$ cat config.mk
export PLATFORM = sky130hd
export DESIGN_NAME = ex_mem_skid_reg
export DESIGN_NICKNAME = d
export VERILOG_FILES = /design/src/rtl/ex_mem_skid_reg_pkg.sv /design/src/rtl/ex_mem_entry.sv /design/src/rtl/ex_mem_skid_reg.sv
export SDC_FILE = /design/constraint.sdc
export NUM_CORES = 1
export LEC_CHECK = 0
export ABC_CLOCK_PERIOD_IN_PS = 3100
export CORE_MARGIN = 1.5
export CORE_UTILIZATION = 40
export DETAILED_ROUTE_END_ITERATION = 12
export PLACE_DENSITY_LB_ADDON = 0.1
export SLEW_MARGIN = 20
export SYNTH_ARGS = -nofsm -noshare
export SYNTH_HDL_FRONTEND = slang
export SYNTH_SLANG_ARGS = --single-unit
$ cat constraint.sdc
create_clock -name clk -period 3.1 [get_ports clk]
set_clock_uncertainty 0.15 [all_clocks]
set_input_delay 0.31 -clock clk [delete_from_list [all_inputs] [get_ports clk]]
set_output_delay 0.31 -clock clk [all_outputs]
set_load 0.1 [all_outputs]
$ cat src/rtl/ex_mem_skid_reg_pkg.sv
// Shared constants for the EX/MEM skid register: exception codes and occupancy width.
package ex_mem_skid_reg_pkg;

    localparam int unsigned EXP_W = 3;
    localparam int unsigned OCC_W = 2;

    localparam logic [EXP_W-1:0] ISA_EXP_NO_EXP   = 3'd0;
    localparam logic [EXP_W-1:0] ISA_EXP_EXT_INT  = 3'd1;
    localparam logic [EXP_W-1:0] ISA_EXP_OVERFLOW = 3'd3;

    // Exception code stored for an accepted beat; interrupt wins over overflow.
    function automatic logic [EXP_W-1:0] inject_exp(input logic int_detect,
                                                    input logic alu_of,
                                                    input logic [EXP_W-1:0] exp_in);
        if (int_detect)  return ISA_EXP_EXT_INT;
        else if (alu_of) return ISA_EXP_OVERFLOW;
        else             return exp_in;
    endfunction

endpackage

$ cat src/rtl/ex_mem_entry.sv
// Single EX/MEM payload slot (pc, data, ctrl, exp) with load and clear-to-reset-value.
module ex_mem_entry
    import ex_mem_skid_reg_pkg::*;
#(
    parameter int unsigned        PC_W      = 32,
    parameter int unsigned        DATA_W    = 32,
    parameter int unsigned        CTRL_W    = 14,
    parameter logic [CTRL_W-1:0]  CTRL_KILL = CTRL_W'(1)
) (
    input  logic              clk,
    input  logic              reset_,
    input  logic              load,
    input  logic              clear,
    input  logic [PC_W-1:0]   d_pc,
    input  logic [DATA_W-1:0] d_data,
    input  logic [CTRL_W-1:0] d_ctrl,
    input  logic [EXP_W-1:0]  d_exp,
    output logic [PC_W-1:0]   q_pc,
    output logic [DATA_W-1:0] q_data,
    output logic [CTRL_W-1:0] q_ctrl,
    output logic [EXP_W-1:0]  q_exp
);

    always_ff @(posedge clk or negedge reset_) begin
        if (!reset_) begin
            q_pc   <= '0;
            q_data <= '0;
            q_ctrl <= CTRL_KILL;
            q_exp  <= ISA_EXP_NO_EXP;
        end else if (clear) begin
            q_pc   <= '0;
            q_data <= '0;
            q_ctrl <= CTRL_KILL;
            q_exp  <= ISA_EXP_NO_EXP;
        end else if (load) begin
            q_pc   <= d_pc;
            q_data <= d_data;
            q_ctrl <= d_ctrl;
            q_exp  <= d_exp;
        end
    end

endmodule

$ cat src/rtl/ex_mem_skid_reg.sv
// EX/MEM pipeline register with valid/ready handshake and exception injection.
// EX_MEM_SKID_EN selects the 2-entry skid buffer; otherwise a single entry is used.
module ex_mem_skid_reg
    import ex_mem_skid_reg_pkg::*;
#(
    parameter int unsigned        PC_W      = 32,
    parameter int unsigned        DATA_W    = 32,
    parameter int unsigned        CTRL_W    = 14,
    parameter logic [CTRL_W-1:0]  CTRL_KILL = CTRL_W'(1)
) (
    input  logic              clk,
    input  logic              reset_,
    input  logic              in_valid,
    output logic              in_ready,
    input  logic [PC_W-1:0]   in_pc,
    input  logic [DATA_W-1:0] in_data,
    input  logic [CTRL_W-1:0] in_ctrl,
    input  logic [EXP_W-1:0]  in_exp_code,
    input  logic              alu_of,
    input  logic              int_detect,
    input  logic              flush,
    output logic              out_valid,
    input  logic              out_ready,
    output logic [PC_W-1:0]   out_pc,
    output logic [DATA_W-1:0] out_data,
    output logic [CTRL_W-1:0] out_ctrl,
    output logic [EXP_W-1:0]  out_exp_code,
    output logic [OCC_W-1:0]  occupancy
);

    logic              in_fire;
    logic              out_fire;
    logic              head_load;
    logic [PC_W-1:0]   inj_pc;
    logic [DATA_W-1:0] inj_data;
    logic [CTRL_W-1:0] inj_ctrl;
    logic [EXP_W-1:0]  inj_exp;
    logic [PC_W-1:0]   head_d_pc;
    logic [DATA_W-1:0] head_d_data;
    logic [CTRL_W-1:0] head_d_ctrl;
    logic [EXP_W-1:0]  head_d_exp;

    assign in_fire  = in_valid & in_ready & ~flush;
    assign out_fire = out_valid & out_ready & ~flush;

    // Interrupt/overflow turn the beat into a side-effect-free exception carrier.
    always_comb begin
        inj_pc   = in_pc;
        inj_data = in_data;
        inj_ctrl = in_ctrl;
        inj_exp  = inject_exp(int_detect, alu_of, in_exp_code);
        if (int_detect | alu_of) begin
            inj_data = '0;
            inj_ctrl = CTRL_KILL;
        end
    end

`ifdef EX_MEM_SKID_EN
    logic [OCC_W-1:0]  occ_q;
    logic [OCC_W-1:0]  occ_nxt;
    logic              head_from_skid;
    logic              skid_load;
    logic [PC_W-1:0]   skid_pc;
    logic [DATA_W-1:0] skid_data;
    logic [CTRL_W-1:0] skid_ctrl;
    logic [EXP_W-1:0]  skid_exp;

    // Slot steering: new beats land in the first free position, pops shift skid to head.
    always_comb begin
        occ_nxt        = occ_q;
        head_load      = 1'b0;
        head_from_skid = 1'b0;
        skid_load      = 1'b0;
        if (flush) begin
            occ_nxt = '0;
        end else if (in_fire && !out_fire) begin
            occ_nxt = occ_q + OCC_W'(1);
            if (occ_q == OCC_W'(0)) head_load = 1'b1;
            else                    skid_load = 1'b1;
        end else if (!in_fire && out_fire) begin
            occ_nxt = occ_q - OCC_W'(1);
            if (occ_q == OCC_W'(2)) begin
                head_load      = 1'b1;
                head_from_skid = 1'b1;
            end
        end else if (in_fire && out_fire) begin
            head_load = 1'b1;
            if (occ_q == OCC_W'(2)) begin
                head_from_skid = 1'b1;
                skid_load      = 1'b1;
            end
        end
    end

    always_ff @(posedge clk or negedge reset_) begin
        if (!reset_) begin
            occ_q     <= '0;
            out_valid <= 1'b0;
            in_ready  <= 1'b1;
        end else begin
            occ_q     <= occ_nxt;
            out_valid <= (occ_nxt != OCC_W'(0));
            in_ready  <= (occ_nxt != OCC_W'(2));
        end
    end

    assign occupancy   = occ_q;
    assign head_d_pc   = head_from_skid ? skid_pc   : inj_pc;
    assign head_d_data = head_from_skid ? skid_data : inj_data;
    assign head_d_ctrl = head_from_skid ? skid_ctrl : inj_ctrl;
    assign head_d_exp  = head_from_skid ? skid_exp  : inj_exp;

    ex_mem_entry #(
        .PC_W      (PC_W),
        .DATA_W    (DATA_W),
        .CTRL_W    (CTRL_W),
        .CTRL_KILL (CTRL_KILL)
    ) u_skid (
        .clk    (clk),
        .reset_ (reset_),
        .load   (skid_load),
        .clear  (flush),
        .d_pc   (inj_pc),
        .d_data (inj_data),
        .d_ctrl (inj_ctrl),
        .d_exp  (inj_exp),
        .q_pc   (skid_pc),
        .q_data (skid_data),
        .q_ctrl (skid_ctrl),
        .q_exp  (skid_exp)
    );
`else
    logic valid_nxt;

    // Single entry: the slot frees up in the same cycle the downstream takes it.
    assign in_ready = out_ready | ~out_valid;

    always_comb begin
        valid_nxt = out_valid;
        if (flush)         valid_nxt = 1'b0;
        else if (in_fire)  valid_nxt = 1'b1;
        else if (out_fire) valid_nxt = 1'b0;
    end

    always_ff @(posedge clk or negedge reset_) begin
        if (!reset_) out_valid <= 1'b0;
        else         out_valid <= valid_nxt;
    end

    assign head_load   = in_fire;
    assign occupancy   = {1'b0, out_valid};
    assign head_d_pc   = inj_pc;
    assign head_d_data = inj_data;
    assign head_d_ctrl = inj_ctrl;
    assign head_d_exp  = inj_exp;
`endif

    ex_mem_entry #(
        .PC_W      (PC_W),
        .DATA_W    (DATA_W),
        .CTRL_W    (CTRL_W),
        .CTRL_KILL (CTRL_KILL)
    ) u_head (
        .clk    (clk),
        .reset_ (reset_),
        .load   (head_load),
        .clear  (flush),
        .d_pc   (head_d_pc),
        .d_data (head_d_data),
        .d_ctrl (head_d_ctrl),
        .d_exp  (head_d_exp),
        .q_pc   (out_pc),
        .q_data (out_data),
        .q_ctrl (out_ctrl),
        .q_exp  (out_exp_code)
    );

endmodule

# After elaboration in Yosys (flattened, before gate mapping)

Index checks and enable logic that the tools add are counted.
W data, S select, Z words.

Muxes and demuxes: 15
Bitwise operators: 8
Reduce and logical (&&, ||, !) cells: 2

Operators with widths:

| operator           | count |
|---|---|
| $mux W32           | 5 |
| $mux W14           | 3 |
| $mux W3            | 4 |
| $and A1 B1 Y1      | 4 |
| $mux W1            | 3 |
| $reduce_bool A3 Y1 | 1 |
| $not A1 Y1         | 2 |
| $or A1 B1 Y1       | 2 |
| $reduce_bool A2 Y1 | 1 |

Register bits: 82
Bits of input ports: 88
Output and inout bits: 85
Word-level logic and storage cells: 30

# Longest topological paths before layout

Word-level depth: 6
Depth in mapped cells: 5
Gate-level depth less buffers: 4

# Hierarchy

From an unflattened synthesis, not the netlist that was laid out.

Cell total of the unflattened synthesis: 324
Area, all modules: 3821.2 µm²

Modules (own cells, without submodules):

| module          | times used | cells each | area an instance (µm²) | seq. area each (µm²) |
|---|---|---|---|---|
| ex_mem_entry    | 1          | 261        | 3359.5                 | 2028.2 |
| ex_mem_skid_reg | 1          | 63         | 461.7                  | 25.0 |

# Worst setup path before layout

Ideal clock, no wire load.

Path type: register to register
From: register out_valid
To: register u_head.q_exp[1]
Library setup time: 0.069 ns
Arrival: 2.107 ns
Data required time: 2.881 ns
Slack: 0.774 ns
Stages on the path, launching flop included: 6
Path buffers: 1
Clock period less this slack: 2.326 ns
Cell sequence: dfrtp_1 > nor2b_4 > inv_2 > a21oi_4 > buf_2 > a22o_1

Longest elaborated chain between the ends: 5

Ends and longest elaborated chain:

| element                             | RTL line               | text |
|---|---|---|
| start: declaration                  | ex_mem_skid_reg.sv:22  | `output logic out_valid,` |
| start signal: assignment            | ex_mem_skid_reg.sv:147 | `else out_valid <= valid_nxt;` |
| $not A1 Y1                          | ex_mem_skid_reg.sv:136 | `assign in_ready = out_ready \| ~out_valid;` |
| $or A1 B1 Y1                        | ex_mem_skid_reg.sv:136 |  |
| via in_ready                        | ex_mem_skid_reg.sv:14  | `output logic in_ready,` |
| $and A1 B1 Y1 (2 in a row)          | ex_mem_skid_reg.sv:43  | `assign in_fire = in_valid & in_ready & ~flush;` |
| $reduce_bool A2 Y1 (no source line) | --                     |  |
| end signal: assignment              | ex_mem_entry.sv:39     | `q_exp <= d_exp;` |
| end: declaration                    | ex_mem_entry.sv:21     | `output logic [EXP_W-1:0] q_exp` |

The timed path passes the listed nets, and every way through them passes these cells.
A chain may end at the register's enable or synchronous reset.

# Worst setup path after layout

From: register out_valid
To: register u_head.q_exp[0]

Longest elaborated chain between the ends: 5

Ends and longest elaborated chain:

| element                             | RTL line |
|---|---|
| $not A1 Y1                          | ex_mem_skid_reg.sv:136 |
| $or A1 B1 Y1                        | ex_mem_skid_reg.sv:136 |
| $and A1 B1 Y1 (2 in a row)          | ex_mem_skid_reg.sv:43 |
| $reduce_bool A2 Y1 (no source line) | -- |

No other way between the ends.

==> reports/metrics.cfg <==
[finish]
antenna_cells=0
drive_gt1_share_pct=30.0
syn_to_final_growth_pct=61.1
fill_cells=552
nets=453
final_util_pct=66.0
multiInputGateArea_um2=797
seq_area_um2=2050
instances_no_fill=469

[die]
io-pin-count=173
num_rows=31
initial_core_util_pct=41.0
die_x_um=89.0
dieArea_um2=7920
core_area_um2=7210
die_h_um=89.0

[placed_design]
gp_congestion=0.757
portBuffers=171
dpl.hpwl_mm=5.39
dp.cells=452

[sta]
finalCritPeriodShare_pct=61.3
drv_slew=0
maxSlewHeadroom_pct=51.7
max_freq_ghz=0.526
setup-tns-final_ns=0
hold_viol=0
rsz0062_at_grt=no
setup_viol=0
fin_crit_ns=1.90
tightest_slew_ns=0.725

[global_route]
grt_pass1_vias=2297
grt_max_degree=83
antenna_found_initial=0
grt_pass1_wl_mm=11.6
grt.total_usage_pct=19.7
overflow=0

[setup_path]
slowest_delay_ns=0.41
crit_chain=nor2b_4 > inv_2 > a21oi_4 > buf_4 > a22o_1
r2r_cells=5
crit_required_ns=3.23
rrSetupSlack_ns=1.20
cp_data_arrival_time_ns=2.03
path_depth=5
worst-path-buf-inv=2
cp_max_fo=28
cp_top_family=compound AO/OA/AOI/OAI gates
worstSetupStartpointType=register
critPathCaptureType=register
cp_slowest_cell=dfrtp_1
worstSetupPathType=reg2reg

[logic_synthesis]
synth_warnings=0
synth-seq-area-share_pct=69.4
synth-compound-area-share_pct=24.5
post_synth_mux_area_share_pct=0
synth_xor_xnor_area_share_pct=0
yosys.area_share.simple_pct=2.03
synth_top_family_by_area=compound AO/OA/AOI/OAI gates
syn-cell-area_um2=2960
ys_types=16
synthCells=195
synth_fa_ha_area_share_pct=0
synth_seq_cells=82
syn-num-nets=283
synthesis.area_per_instance_um2=15.2

[route]
dr.pass1.iters=4
wl_per_cell_um=16.8
drtIter0Drc=103
ant_nets=0
vias=2385
wl_mm=7.89
viasPerCell=5.09
post-route-drc-count=0

[status]
status=complete, no violations

[power_and_ir_drop]
switching_share_pct=32.4
leakagePower_nw=2.35
p_int_mw=1.76
p_seq_share_pct=43.7
p_per_area_nw_per_um2=547
p_sw_mw=0.845
combPwrFrac_pct=24.2
p_clk_share_pct=32.1
max-vdd-ir-drop_mv=0.302

[worst_hold_path]
hold_path_class=reg2reg
hold_depth=2

[cts]
cts_max_level=3
numCtsBuffers=9
clock_path_buffers=2
clk_latency_ns=0.33
cts_root_buffer=clkbuf_8
clock_sinks=82
clkTransAtPathRegs_ns=0.08
cts_setup_buffers=0
cts_tree=yes

[run]
maxCapViolCount=0

stage by stage:
stage	total power, mW	setup slack (ns)	hold WS [ns]	cell area (um^2)
floorplan	1.56	0.774	-0.136	2960
global placement	1.79	0.906	0.322	4530
CTS	2.63	1.18	0.0190	4750
detailed placement	1.79	0.877	0.323	4530
global route	2.70	1.11	0.347	4760
finish	2.61	1.20	0.335	4760
metal layers:
layer | track usage (%) | routed length, um | vias up
met2 | 30.6 | 3570 | 129
met5 | 0 | 0 | -
met4 | 5.87 | 95 | 0
met1 | 26.3 | 3470 | 1164
li1 | - | - | 1080
met3 | 6.83 | 757 | 12
power groups by stage:
| stage | registers (mW) | clock network [mW] | logic [mW] |
|---|---|---|---|
| after floorplan | 1.46 | 0 | 0.0944 |
| after CTS | 1.14 | 0.858 | 0.635 |
| after global placement | 1.16 | 0 | 0.630 |
| after global routing | 1.14 | 0.899 | 0.656 |
| after detailed placement | 1.16 | 0 | 0.634 |
| final | 1.14 | 0.837 | 0.631 |
sequential cells by signal (all words and copies together), names as in the netlist:
name,flops
u_head.q_ctrl,14
u_head.q_exp,3
u_head.q_data,32
u_head.q_pc,32
out_valid,1
synthesized netlist by cell type:
| master | count | area (um^2) |
|---|---|---|
| a22o_1 | 80 | 701 |
| nand2b_1 | 1 | 6.26 |
| or3_1 | 1 | 6.26 |
| inv_1 | 2 | 7.51 |
| a21oi_4 | 1 | 16.3 |
| nor2b_4 | 1 | 13.8 |
| inv_2 | 1 | 3.75 |
| a22oi_1 | 1 | 7.51 |
| dfstp_2 | 1 | 26.3 |
| buf_2 | 12 | 60.1 |
| conb_1 | 1 | 3.75 |
| buf_4 | 6 | 45.0 |
| dfrtp_1 | 81 | 2030 |
| nor2_1 | 4 | 15.0 |
| nor4_2 | 1 | 12.5 |
| nor2_2 | 1 | 6.26 |
worst register-to-register path: stages, from the launching register on:
cell     delay, ns
dfrtp_1       0.41
nor2b_4       0.24
inv_2         0.07
a21oi_4       0.38
buf_4         0.39
a22o_1        0.20
cells in the final DEF, fill, tap and decap left out, types with 2 or more instances in the layout:
cell type,instances
nor2_1,4
bufinv_16,2
clkinvlp_4,2
a22o_1,80
inv_1,2
clkbuf_8,9
clkdlybuf4s50_1,86
dfrtp_1,81
buf_4,88
cell type report:
class / count / area share [%]
Timing Repair Buffer: 177 / 32.8
Clock inverter: 6 / 1.86
Multi-Input combinational cell: 92 / 16.7
Sequential cell: 82 / 43.1
Inverter: 3 / 0.236
Tap cell: 99 / 2.60
Clock buffer: 10 / 2.68
path summary, 6_finish.rpt:
check / start / endpoint
worst max-delay path: out_valid$_DFFE_PN0P_ / u_head.q_exp[0]$_DFFE_PN0P_
worst min-delay path: u_head.q_ctrl[0]$_DFFE_PN1P_ / u_head.q_ctrl[0]$_DFFE_PN1P_
worst max register to register: out_valid$_DFFE_PN0P_ / u_head.q_exp[0]$_DFFE_PN0P_
worst min register to register: u_head.q_ctrl[0]$_DFFE_PN1P_ / u_head.q_ctrl[0]$_DFFE_PN1P_
max in group asynchronous: reset_ / u_head.q_data[8]$_DFFE_PN0P_
min in group asynchronous: reset_ / u_head.q_data[3]$_DFFE_PN0P_
cell families (layout without fill, tap and decap cells):
family / count (synthesis) / count (layout)
compound gates: 82 / 82
flops: 82 / 82
buf+inv: 21 / 196
simple gates: 9 / 9
other cells: 1 / 1
repair_timing:
action	4_1_cts	5_1_grt
endpoints found under the hold margin	0	81
resized for setup	0	0
hold buffers	0	1
Power figures use the tool's default switching activity.
